[src/rtl/hni_qos_rr_sel.sv]
// Two-class (QoS high/low) round-robin entry selector for hni_qos.
// Define HNI_QOS_STARVE_EN to promote the low class after STARVE_TH high grants.
module hni_qos_rr_sel #(
  parameter int ENTRIES_NUM = 16,
  parameter int IDX_W       = 4,
  parameter int QOS_W       = 4,
  parameter int QOS_HI_TH   = 8,
  parameter int STARVE_TH   = 4
) (
  input  logic                         clk,
  input  logic                         rst,
  input  logic [ENTRIES_NUM-1:0]       req_entry_vec,
  input  logic [ENTRIES_NUM*QOS_W-1:0] req_entry_qos,
  input  logic                         upd_start_entry,
  input  logic                         sel_ack,
  output logic [ENTRIES_NUM-1:0]       req_entry_ptr_sel,
  output logic                         sel_vld,
  output logic [IDX_W-1:0]             sel_idx,
  output logic                         sel_hi
);

  if (ENTRIES_NUM < 2 || (2**IDX_W) < ENTRIES_NUM ||
      STARVE_TH < 1 || STARVE_TH > 255) begin : g_bad_cfg
    $error("hni_qos_rr_sel: illegal parameter set");
  end

  logic [ENTRIES_NUM-1:0] r_vec;
  logic [ENTRIES_NUM-1:0] r_hi;
  logic [IDX_W-1:0]       r_ptr_hi;
  logic [IDX_W-1:0]       r_ptr_lo;

  logic [ENTRIES_NUM-1:0] w_hi_new;
  logic [ENTRIES_NUM-1:0] w_hv;
  logic [ENTRIES_NUM-1:0] w_lv;
  logic [IDX_W:0]         w_rr_hi;
  logic [IDX_W:0]         w_rr_lo;
  logic                   w_force_lo;
  logic                   w_pick_hi;
  logic                   w_vld;
  logic [IDX_W-1:0]       w_idx;
  logic [IDX_W-1:0]       w_ptr_nxt;
  logic                   w_fire;

  // First set bit at or above p, else the lowest set bit overall.
  function automatic logic [IDX_W:0] f_rr(
    input logic [ENTRIES_NUM-1:0] v,
    input logic [IDX_W-1:0]       p
  );
    logic             hit_up;
    logic             hit_any;
    logic [IDX_W-1:0] i_up;
    logic [IDX_W-1:0] i_any;
    hit_up  = 1'b0;
    hit_any = 1'b0;
    i_up    = '0;
    i_any   = '0;
    for (int i = ENTRIES_NUM - 1; i >= 0; i--) begin
      if (v[i]) begin
        hit_any = 1'b1;
        i_any   = IDX_W'(i);
        if (IDX_W'(i) >= p) begin
          hit_up = 1'b1;
          i_up   = IDX_W'(i);
        end
      end
    end
    return hit_up ? {1'b1, i_up} : {hit_any, i_any};
  endfunction

  always_comb begin
    w_hi_new = '0;
    for (int i = 0; i < ENTRIES_NUM; i++) begin
      w_hi_new[i] = 32'(req_entry_qos[i*QOS_W +: QOS_W]) >= QOS_HI_TH;
    end
  end

  assign w_hv    = r_vec & r_hi;
  assign w_lv    = r_vec & ~r_hi;
  assign w_rr_hi = f_rr(w_hv, r_ptr_hi);
  assign w_rr_lo = f_rr(w_lv, r_ptr_lo);

  assign w_pick_hi = w_rr_hi[IDX_W] && !(w_force_lo && w_rr_lo[IDX_W]);
  assign w_vld     = w_rr_hi[IDX_W] || w_rr_lo[IDX_W];
  assign w_idx     = !w_vld     ? '0 :
                     w_pick_hi ? w_rr_hi[IDX_W-1:0] : w_rr_lo[IDX_W-1:0];
  assign w_fire    = sel_ack && w_vld;
  assign w_ptr_nxt = (w_idx == IDX_W'(ENTRIES_NUM - 1)) ? '0 : w_idx + 1'b1;

  always_comb begin
    req_entry_ptr_sel = '0;
    for (int i = 0; i < ENTRIES_NUM; i++) begin
      req_entry_ptr_sel[i] = w_vld && (w_idx == IDX_W'(i));
    end
  end

  assign sel_vld = w_vld;
  assign sel_idx = w_idx;
  assign sel_hi  = w_vld && w_pick_hi;

  // A fresh snapshot wins over the ack's bit-clear; pointers still advance.
  always_ff @(posedge clk or posedge rst) begin
    if (rst) begin
      r_vec    <= '0;
      r_hi     <= '0;
      r_ptr_hi <= '0;
      r_ptr_lo <= '0;
    end else begin
      if (upd_start_entry) begin
        r_vec <= req_entry_vec;
        r_hi  <= w_hi_new;
      end else if (w_fire) begin
        r_vec[w_idx] <= 1'b0;
      end
      if (w_fire) begin
        if (w_pick_hi) r_ptr_hi <= w_ptr_nxt;
        else           r_ptr_lo <= w_ptr_nxt;
      end
    end
  end

`ifdef HNI_QOS_STARVE_EN
  logic [7:0] r_starve;

  assign w_force_lo = r_starve >= 8'(STARVE_TH);

  always_ff @(posedge clk or posedge rst) begin
    if (rst) begin
      r_starve <= '0;
    end else if (w_fire) begin
      if (w_pick_hi && w_lv != '0) begin
        if (r_starve < 8'(STARVE_TH)) r_starve <= r_starve + 8'd1;
      end else begin
        r_starve <= '0;
      end
    end
  end
`else
  assign w_force_lo = 1'b0;
`endif

endmodule

[config.mk]
export PLATFORM = sky130hd
export DESIGN_NAME = hni_qos_rr_sel
export DESIGN_NICKNAME = d
export VERILOG_FILES = /design/src/rtl/hni_qos_rr_sel.sv
export SDC_FILE = /design/constraint.sdc
export NUM_CORES = 1
export LEC_CHECK = 0
export ABC_CLOCK_PERIOD_IN_PS = 3950
export CORE_ASPECT_RATIO = 0.5
export CORE_MARGIN = 8
export CORE_UTILIZATION = 48
export DETAILED_ROUTE_END_ITERATION = 16
export PLACE_DENSITY = 0.84
export SLEW_MARGIN = 0
export SYNTH_ARGS = -nofsm -noshare
export SYNTH_HDL_FRONTEND = slang
export SYNTH_SLANG_ARGS = --single-unit
export TNS_END_PERCENT = 100
[constraint.sdc]
create_clock -name clk -period 3.95 [get_ports clk]
set_input_delay 0.5925 -clock clk [delete_from_list [all_inputs] [get_ports clk]]
set_output_delay 0.5925 -clock clk [all_outputs]
set_load 0.1 [all_outputs]
==> results by group, run 1 <==
Synthesis
  – Number of enable-type register cells in the synthesized netlist: 0
  – Gate Count Post-Synth: 415
  – Total standard cell area after synthesis: between 3000 and 4000 µm²
  – Area share of and/or/nand/nor cells after synthesis: 0.315
  – Synth warnings: 0
  – Fraction of the yosys area taken by sequential cells: 0.298
  – Average size of a mapped cell: 8.10 µm²
  – Count of distinct cell types in the synthesized netlist: 71
  – Flip-flop and latch count after synthesis: 40
  – FFs w/ async S/R, synth: 1.00
  – XOR/XNOR share of the synthesized area: 0.00261
  – Multiplexer fraction of the synthesized cell area: 0.0536
  – Synth Area in Compound Gates: 0.274
  – Synth Net Count: 503
  – Flip-flop cell with the highest count after synthesis: sky130_fd_sc_hd__dfrtp_1
  – Main combinational cell family by area after synthesis: simple AND/OR/NAND/NOR gates
  – Synth Area in Adders: 0.0149

Layout
  – Number of diodes added for antenna fixing: 0
  – Most common cell after layout, fill and taps aside: sky130_fd_sc_hd__nand2_1
  – Synth-to-Final Area Change: 36.5%
  – Utilization after layout: 0.682
  – Number of nets in the layout: approximately 570
  – Final std cells w/o fill: ~570
  – Ratio of cells with drive above 1 in the final layout: 0.279
  – Fill cell total of the finished layout: roughly 570
  – Final Cell Area: about 4600 µm²
  – Most frequent cells in the layout: sky130_fd_sc_hd__nand2_1 (65), sky130_fd_sc_hd__clkdlybuf4s50_1 (34), sky130_fd_sc_hd__o21ai_0 (32)

Floorplanning
  – Die width: 134 µm
  – Overall die area: 10100 µm²
  – CORE AREA: 6730 µm²
  – Starting density of the core: 0.499
  – I/O pin count: 106
  – Die height: roughly 75 µm
  – Standard-cell row count: 21

Setup path
  – Type of origin of the critical path: flop
  – Register-to-register setup slack: roughly 650 ps
  – Critical path endpoint: req_entry_ptr_sel[15]
  – Category of the worst setup path capture point: output pin
  – Max stage delay on crit path: 510 ps
  – Count of cells along the worst register-to-register path: 11
  – Crit. Startpoint: r_ptr_lo[3]
  – Worst EP arrival: between 3000 and 4000 ps
  – Cell Chain, Critical Path: or3b_1 -> a32o_1 -> a222oi_1 -> o21ai_1 -> a221o_1 -> a32oi_4 -> buf_4 -> ha_2 -> inv_4 -> nor2_4 -> buf_12
  – Maximum fanout encountered on the critical timing path: 16
  – Critical-path top delay cell: sky130_fd_sc_hd__dfrtp_2
  – Critical path type: flop to output pin
  – Startpoint of the worst register-to-register path: r_ptr_lo[3]
  – Endpoint required time on the critical path: about 3400 ps
  – Endpoint of the worst-slack reg-to-reg timing path: r_vec[5]

Clock network
  – Num Clock Sinks: 40
  – Clock latency reported for the late side of the worst-skew pair: 290 ps
  – H-tree levels: 2
  – Number of buffers added by the clock tree synthesis step: 5
  – TritonCTS clock tree: done
  – Cts hold-fix bufs: 0
  – Clock edge transition at the registers on the reported setup and hold paths: ~60 ps
  – Clock root cell: sky130_fd_sc_hd__clkbuf_16
  – Maximum number of buffers from clock root to sink: 2

Min path
  – Worst min path class: flop to flop

GRT
  – Total grt overflow: 0
  – Maximum number of pins on one net before global-route repair: 50
  – Via count of the first global-routing pass: between 3000 and 4000
  – Overall Global Routing Usage: 0.225
  – First-pass GRT wire length: 17.8 mm
  – Initial antenna violation count: 0

STA
  – Slew HR: 0.373
  – # setup viols final: 0
  – Peak clock frequency supported by timing: approximately 250 MHz
  – Largest clock skew in the final design: between 5 and 6 ps
  – Final Max Tran Viols: 0
  – Total Negative Setup Slacks: 0 ps
  – Final hold vios: 0
  – Final worst-path setup slack: around 2.2 ps
  – Minimum period implied by the final worst setup slack: 3950 ps
  – Tightest Pin Transition: approximately 940 ps
  – Post-route clock period utilization: 0.999

Placed design
  – I/O Buffers: 57
  – Detailed-placement wirelength estimate: between 8 and 9 mm
  – Number of placed instances, taps included: approximately 560
  – Placed cell area: ~4400 µm²
  – Post-placement setup slack: slightly below 200 ps
  – Final weighted congestion of routability-driven global placement: between 1 and 1.5

Routing
  – WL per Instance: between 20 and 25 µm
  – Detailed-routing iteration count for the pre-antenna-repair pass: 5
  – Via total after detailed routing: ~3600
  – Number of vias per cell: 6.34
  – Number of antenna-violating nets in the routed design: 0
  – Drc violations: 0
  – Routed WL: 11.5 mm
  – Violation count after the first detailed-route iteration: 419

Power and ir drop
  – Maximum resistive drop on vdd: approximately 0.00096 V
  – Power density over cell area: between 800 and 900 nW/µm²
  – Static leakage: roughly 0.0018 µW

Outcome
  – Status: finished, final reports clean

Job
  – Maximum Capacitance Violations: 0
-- state kept, by name, summed over array words and instances, names as in the netlist --
register and flops:
r_ptr_lo 4, r_vec 16, r_hi 16, r_ptr_hi 4
-- layer usage --
metal / GRT usage / wire length [µm]
met5: 0 / 0
met1: 0.306 / 5060
met3: 0.0806 / 1530
met4: 0.0629 / 123
met2: 0.327 / 4780
-- critical path, delay by kind of cell (launching register included) --
kind	cells	cell delay, ps
compound gates	5	1380
fa+ha+maj	1	220
buf+inv	3	430
flops	1	510
simple gates	2	530
-- cell families (layout without fill, tap and decap cells) --
kind of cell	count (synthesis)	after routing
flip-flops	40	40
AO/OA/AOI/OAI	127	127
buffers and inverters	27	93
AND/OR/NAND/NOR	200	200
multiplexers	16	16
XOR/XNOR	1	1
adder cells (fa/ha/maj)	4	4
-- synth_stat cells (3+ instances only) --
cell type | number | area share
sky130_fd_sc_hd__nor2_1 | 30 | 0.034
sky130_fd_sc_hd__and2_1 | 13 | 0.024
sky130_fd_sc_hd__o21ai_2 | 8 | 0.021
sky130_fd_sc_hd__a22oi_1 | 4 | 0.0089
sky130_fd_sc_hd__nand2b_1 | 12 | 0.022
sky130_fd_sc_hd__nor3_1 | 3 | 0.0045
sky130_fd_sc_hd__or2_2 | 3 | 0.0056
sky130_fd_sc_hd__clkbuf_1 | 6 | 0.0067
sky130_fd_sc_hd__nand4_1 | 10 | 0.019
sky130_fd_sc_hd__o21a_1 | 3 | 0.0067
sky130_fd_sc_hd__nand2_1 | 65 | 0.073
sky130_fd_sc_hd__or3b_1 | 3 | 0.0078
sky130_fd_sc_hd__nor3b_1 | 3 | 0.0067
sky130_fd_sc_hd__mux2_2 | 16 | 0.054
sky130_fd_sc_hd__inv_1 | 9 | 0.010
sky130_fd_sc_hd__nand3_1 | 14 | 0.021
sky130_fd_sc_hd__dfrtp_1 | 40 | 0.30
sky130_fd_sc_hd__buf_4 | 3 | 0.0067
sky130_fd_sc_hd__o211ai_1 | 5 | 0.011
sky130_fd_sc_hd__buf_6 | 3 | 0.010
sky130_fd_sc_hd__o21ai_0 | 32 | 0.048
sky130_fd_sc_hd__a21oi_1 | 14 | 0.021
sky130_fd_sc_hd__ha_1 | 4 | 0.015
sky130_fd_sc_hd__o2111ai_1 | 3 | 0.0078
sky130_fd_sc_hd__o31ai_1 | 3 | 0.0067
sky130_fd_sc_hd__o22ai_1 | 4 | 0.0074
sky130_fd_sc_hd__nor2b_1 | 15 | 0.028
sky130_fd_sc_hd__and3_1 | 10 | 0.019
sky130_fd_sc_hd__a31oi_1 | 6 | 0.011
sky130_fd_sc_hd__a211o_1 | 5 | 0.013
sky130_fd_sc_hd__nor4_1 | 3 | 0.0056
sky130_fd_sc_hd__nor4b_1 | 3 | 0.0078
sky130_fd_sc_hd__o21ai_1 | 10 | 0.015
-- repair_timing --
action,4_1_cts,5_1_grt
buffers inserted,0,5
gates cloned,0,0
resized for setup,5,12
endpoints found under the setup margin,9,16
pin swaps,0,6
-- worst min path at each step --
stage                     startpoint       to  slack, ps  cells after the start
after floorplan              r_hi[1]  r_hi[1]        520                      1
final                        r_hi[1]  r_hi[1]        570                      1
after CTS                    r_hi[1]  r_hi[1]        570                      1
after global placement       r_hi[1]  r_hi[1]        540                      1
after global routing         r_hi[1]  r_hi[1]        600                      1
after detailed placement     r_hi[1]  r_hi[1]        550                      1
-- report_power, final --
group	internal, µW	switching (µW)
clock	230	177
sequential	495	211
combinational	1020	1860
total	1740	2250
-- final cells by class --
| cell class | instances | area, µm² | area share |
|---|---|---|---|
| Multi-Input combinational cell | 348 | 2390 | 0.521 |
| Clock inverter | 2 | 12.5 | 0.00273 |
| Sequential cell | 40 | 1010 | 0.221 |
| Timing Repair Buffer | 75 | 871 | 0.190 |
| Clock buffer | 5 | 125 | 0.0273 |
| Tap cell | 92 | 115 | 0.0251 |
| Inverter | 11 | 57.6 | 0.0126 |
-- per-stage QoR --
step                power (µW)  hold slack (ps)
floorplan                 2660              517
global placement          3440              544
detailed placement        3480              552
CTS                       3890              569
global route              4160              596
finish                    3990              569
(Power assumes the default switching activity.)
==> run 2, diff against run 1 <==
ABC_CLOCK_PERIOD_IN_PS = 3300   (was 3950)
CORE_UTILIZATION = 43   (was 48)
PLACE_DENSITY = 0.8   (was 0.84)
clock period = 3.3 ns   (was 3.95 ns; I/O delays follow)
==> results by group, run 2 (synthesized netlist as in run 1, its figures left out) <==
Outcome
  – Status: complete, but fails checks
  – Violated checks: setup timing

Floorplanning
  – I/O pin count: approximately 110
  – Die width: between 100 and 150 µm
  – Overall die area: around 11000 µm²
  – Die height: between 70 and 80 µm
  – CORE AREA: 7460 µm²
  – Standard-cell row count: 22
  – Starting density of the core: 0.450

Min path
  – Worst min path class: flop to flop
  – Startpoint of the tightest hold check path: r_hi[14]
  – End point of the worst hold path: r_hi[14]
  – Worst hold path cell count: 1

STA
  – Tightest Pin Transition: 961 ps
  – Final worst-path setup slack: -372 ps
  – Minimum period implied by the final worst setup slack: approximately 3700 ps
  – Post-route clock period utilization: 1.11
  – Largest clock skew in the final design: 7.90 ps
  – Peak clock frequency supported by timing: 272 MHz
  – # setup viols final: 18
  – Final Max Tran Viols: 0
  – Final hold vios: 0
  – RSZ-0062 raised after global routing: yes
  – Slew HR: 0.359

Layout
  – Most common cell after layout, fill and taps aside: sky130_fd_sc_hd__buf_4
  – FF+latch area: 1010 µm²
  – Area of the multi-input gates: 2460 µm²
  – Final Cell Area: ~5300 µm²
  – Ratio of cells with drive above 1 in the final layout: 0.380
  – Most frequent cells in the layout: sky130_fd_sc_hd__buf_4 (79), sky130_fd_sc_hd__nand2_1 (64), sky130_fd_sc_hd__clkdlybuf4s50_1 (34)
  – Utilization after layout: 0.705
  – Number of nets in the layout: between 600 and 700
  – Synth-to-Final Area Change: 56.6%
  – Number of diodes added for antenna fixing: 0
  – Fill cell total of the finished layout: between 500 and 600
  – Largest registers in the final layout: r_hi x16, r_vec x16

Clock network
  – Num Clock Sinks: 40
  – H-tree levels: 2
  – Number of buffers added by the clock tree synthesis step: 5
  – Cts hold-fix bufs: 0
  – TritonCTS clock tree: done
  – Clock root cell: sky130_fd_sc_hd__clkbuf_16
  – Maximum number of buffers from clock root to sink: 2
  – Clock latency reported for the late side of the worst-skew pair: 290 ps
  – Clock edge transition at the registers on the reported setup and hold paths: ~70 ps

Setup path
  – Endpoint required time on the critical path: 2800 ps
  – Max stage delay on crit path: 400 ps
  – Top Family by Delay on Critical Path: compound AO/OA/AOI/OAI gates
  – Critical path type: flop to output pin
  – Startpoint of the worst register-to-register path: r_ptr_hi[2]
  – Endpoint of the worst-slack reg-to-reg timing path: r_ptr_lo[3]
  – Worst EP arrival: ~3200 ps
  – CP bufs+invs: 3
  – Maximum fanout encountered on the critical timing path: 3
  – Register-to-register setup slack: 70 ps
  – Category of the worst setup path capture point: output pin
  – Type of origin of the critical path: flop
  – Count of cells along the worst register-to-register path: 13
  – Cell Chain, Critical Path: or3b_1 -> a32o_1 -> a222oi_1 -> o21ai_1 -> a221o_1 -> a32oi_4 -> inv_2 -> buf_6 -> ha_4 -> and2_4 -> buf_12
  – Critical-path top delay cell: sky130_fd_sc_hd__dfrtp_1

GRT
  – First-pass GRT wire length: about 21 mm
  – Overall Global Routing Usage: 0.238
  – Via count of the first global-routing pass: around 3900
  – Initial antenna violation count: 0
  – Total grt overflow: 0
  – Maximum number of pins on one net before global-route repair: 33

Routing
  – Number of vias per cell: 6.21
  – Drc violations: 0
  – WL per Instance: ~21 µm
  – Detailed-routing iteration count for the pre-antenna-repair pass: 5
  – Routed WL: approximately 14 mm
  – Via total after detailed routing: about 4100
  – Number of antenna-violating nets in the routed design: 0
  – Violation count after the first detailed-route iteration: 331

Placed design
  – Detailed-placement wirelength estimate: approximately 10 mm
  – I/O Buffers: 57
  – Final weighted congestion of routability-driven global placement: approximately 0.96
  – Placed cell area: 4850 µm²
  – Post-placement setup slack: -142 ps

Power and ir drop
  – Static leakage: ~0.0022 µW
  – Maximum resistive drop on vdd: 0.00120 V
  – Power density over cell area: 1090 nW/µm²

Job
  – Maximum Capacitance Violations: 0
## run 2: cell count changes in the layout (fill, tap and decap cells not counted), moves of 2 or more
cell	before	now
sky130_fd_sc_hd__buf_4	22	79
sky130_fd_sc_hd__o21ai_0	32	23
sky130_fd_sc_hd__o21ai_1	10	19
sky130_fd_sc_hd__buf_6	0	5
sky130_fd_sc_hd__buf_12	18	21
sky130_fd_sc_hd__ha_4	0	3
sky130_fd_sc_hd__inv_4	1	4
sky130_fd_sc_hd__clkinv_4	0	2
sky130_fd_sc_hd__ha_2	3	1
sky130_fd_sc_hd__inv_1	5	3
sky130_fd_sc_hd__inv_2	4	2
## run 2: worst max path at each step
stage                     slack [ps]                    end        start  depth (start not counted)
after CTS                       -400   req_entry_ptr_sel[0]  r_ptr_lo[3]                         11
final                           -370   req_entry_ptr_sel[0]  r_ptr_lo[3]                         11
after global routing            -430   req_entry_ptr_sel[0]      r_hi[7]                         11
after global placement          -110  req_entry_ptr_sel[13]      r_hi[7]                         11
after detailed placement        -140   req_entry_ptr_sel[6]      r_hi[7]                         11
after floorplan                 -790  req_entry_ptr_sel[13]  r_ptr_lo[1]                         11
## run 2: report_power, final
group / switching (µW) / internal [µW] / total, µW / leakage (µW)
combinational: 2610 / 1770 / 4370 / 0.00166
sequential: 189 / 589 / 778 / 0.000471
clock: 219 / 360 / 579 / 0.0000840
## run 2: final cells by class
type | count | share of cell area
multi-input cells | 348 | 0.467
inverters | 11 | 0.0133
repair buffers | 140 | 0.269
clock buffers | 5 | 0.0238
well taps | 108 | 0.0257
flip-flops and latches | 40 | 0.192
clock inverters | 3 | 0.00903
## run 2: timing repair
action	4_1_cts	5_1_grt
setup endpoints to repair	17	30
pin swaps	11	10
gates resized for setup	23	21
setup buffers	9	4
## run 2: layer usage
| metal | GRT usage | vias up | wire [µm] |
|---|---|---|---|
| li1 | - | 1799 | - |
| met2 | 0.368 | 284 | 5930 |
| met5 | 0 | - | 0 |
| met4 | 0.0777 | 0 | 352 |
| met3 | 0.0736 | 40 | 1880 |
| met1 | 0.311 | 1943 | 5440 |
## run 2: metrics by stage
step,hold slack [ps],TNS (ps),power (µW),std cells
after floorplan,517,-16020,3210,415
after global placement,538,-1410,4570,634
after detailed placement,547,-1850,4650,634
after CTS,562,-5870,5500,651
after global routing,590,-6670,5940,655
final,569,-5570,5730,655
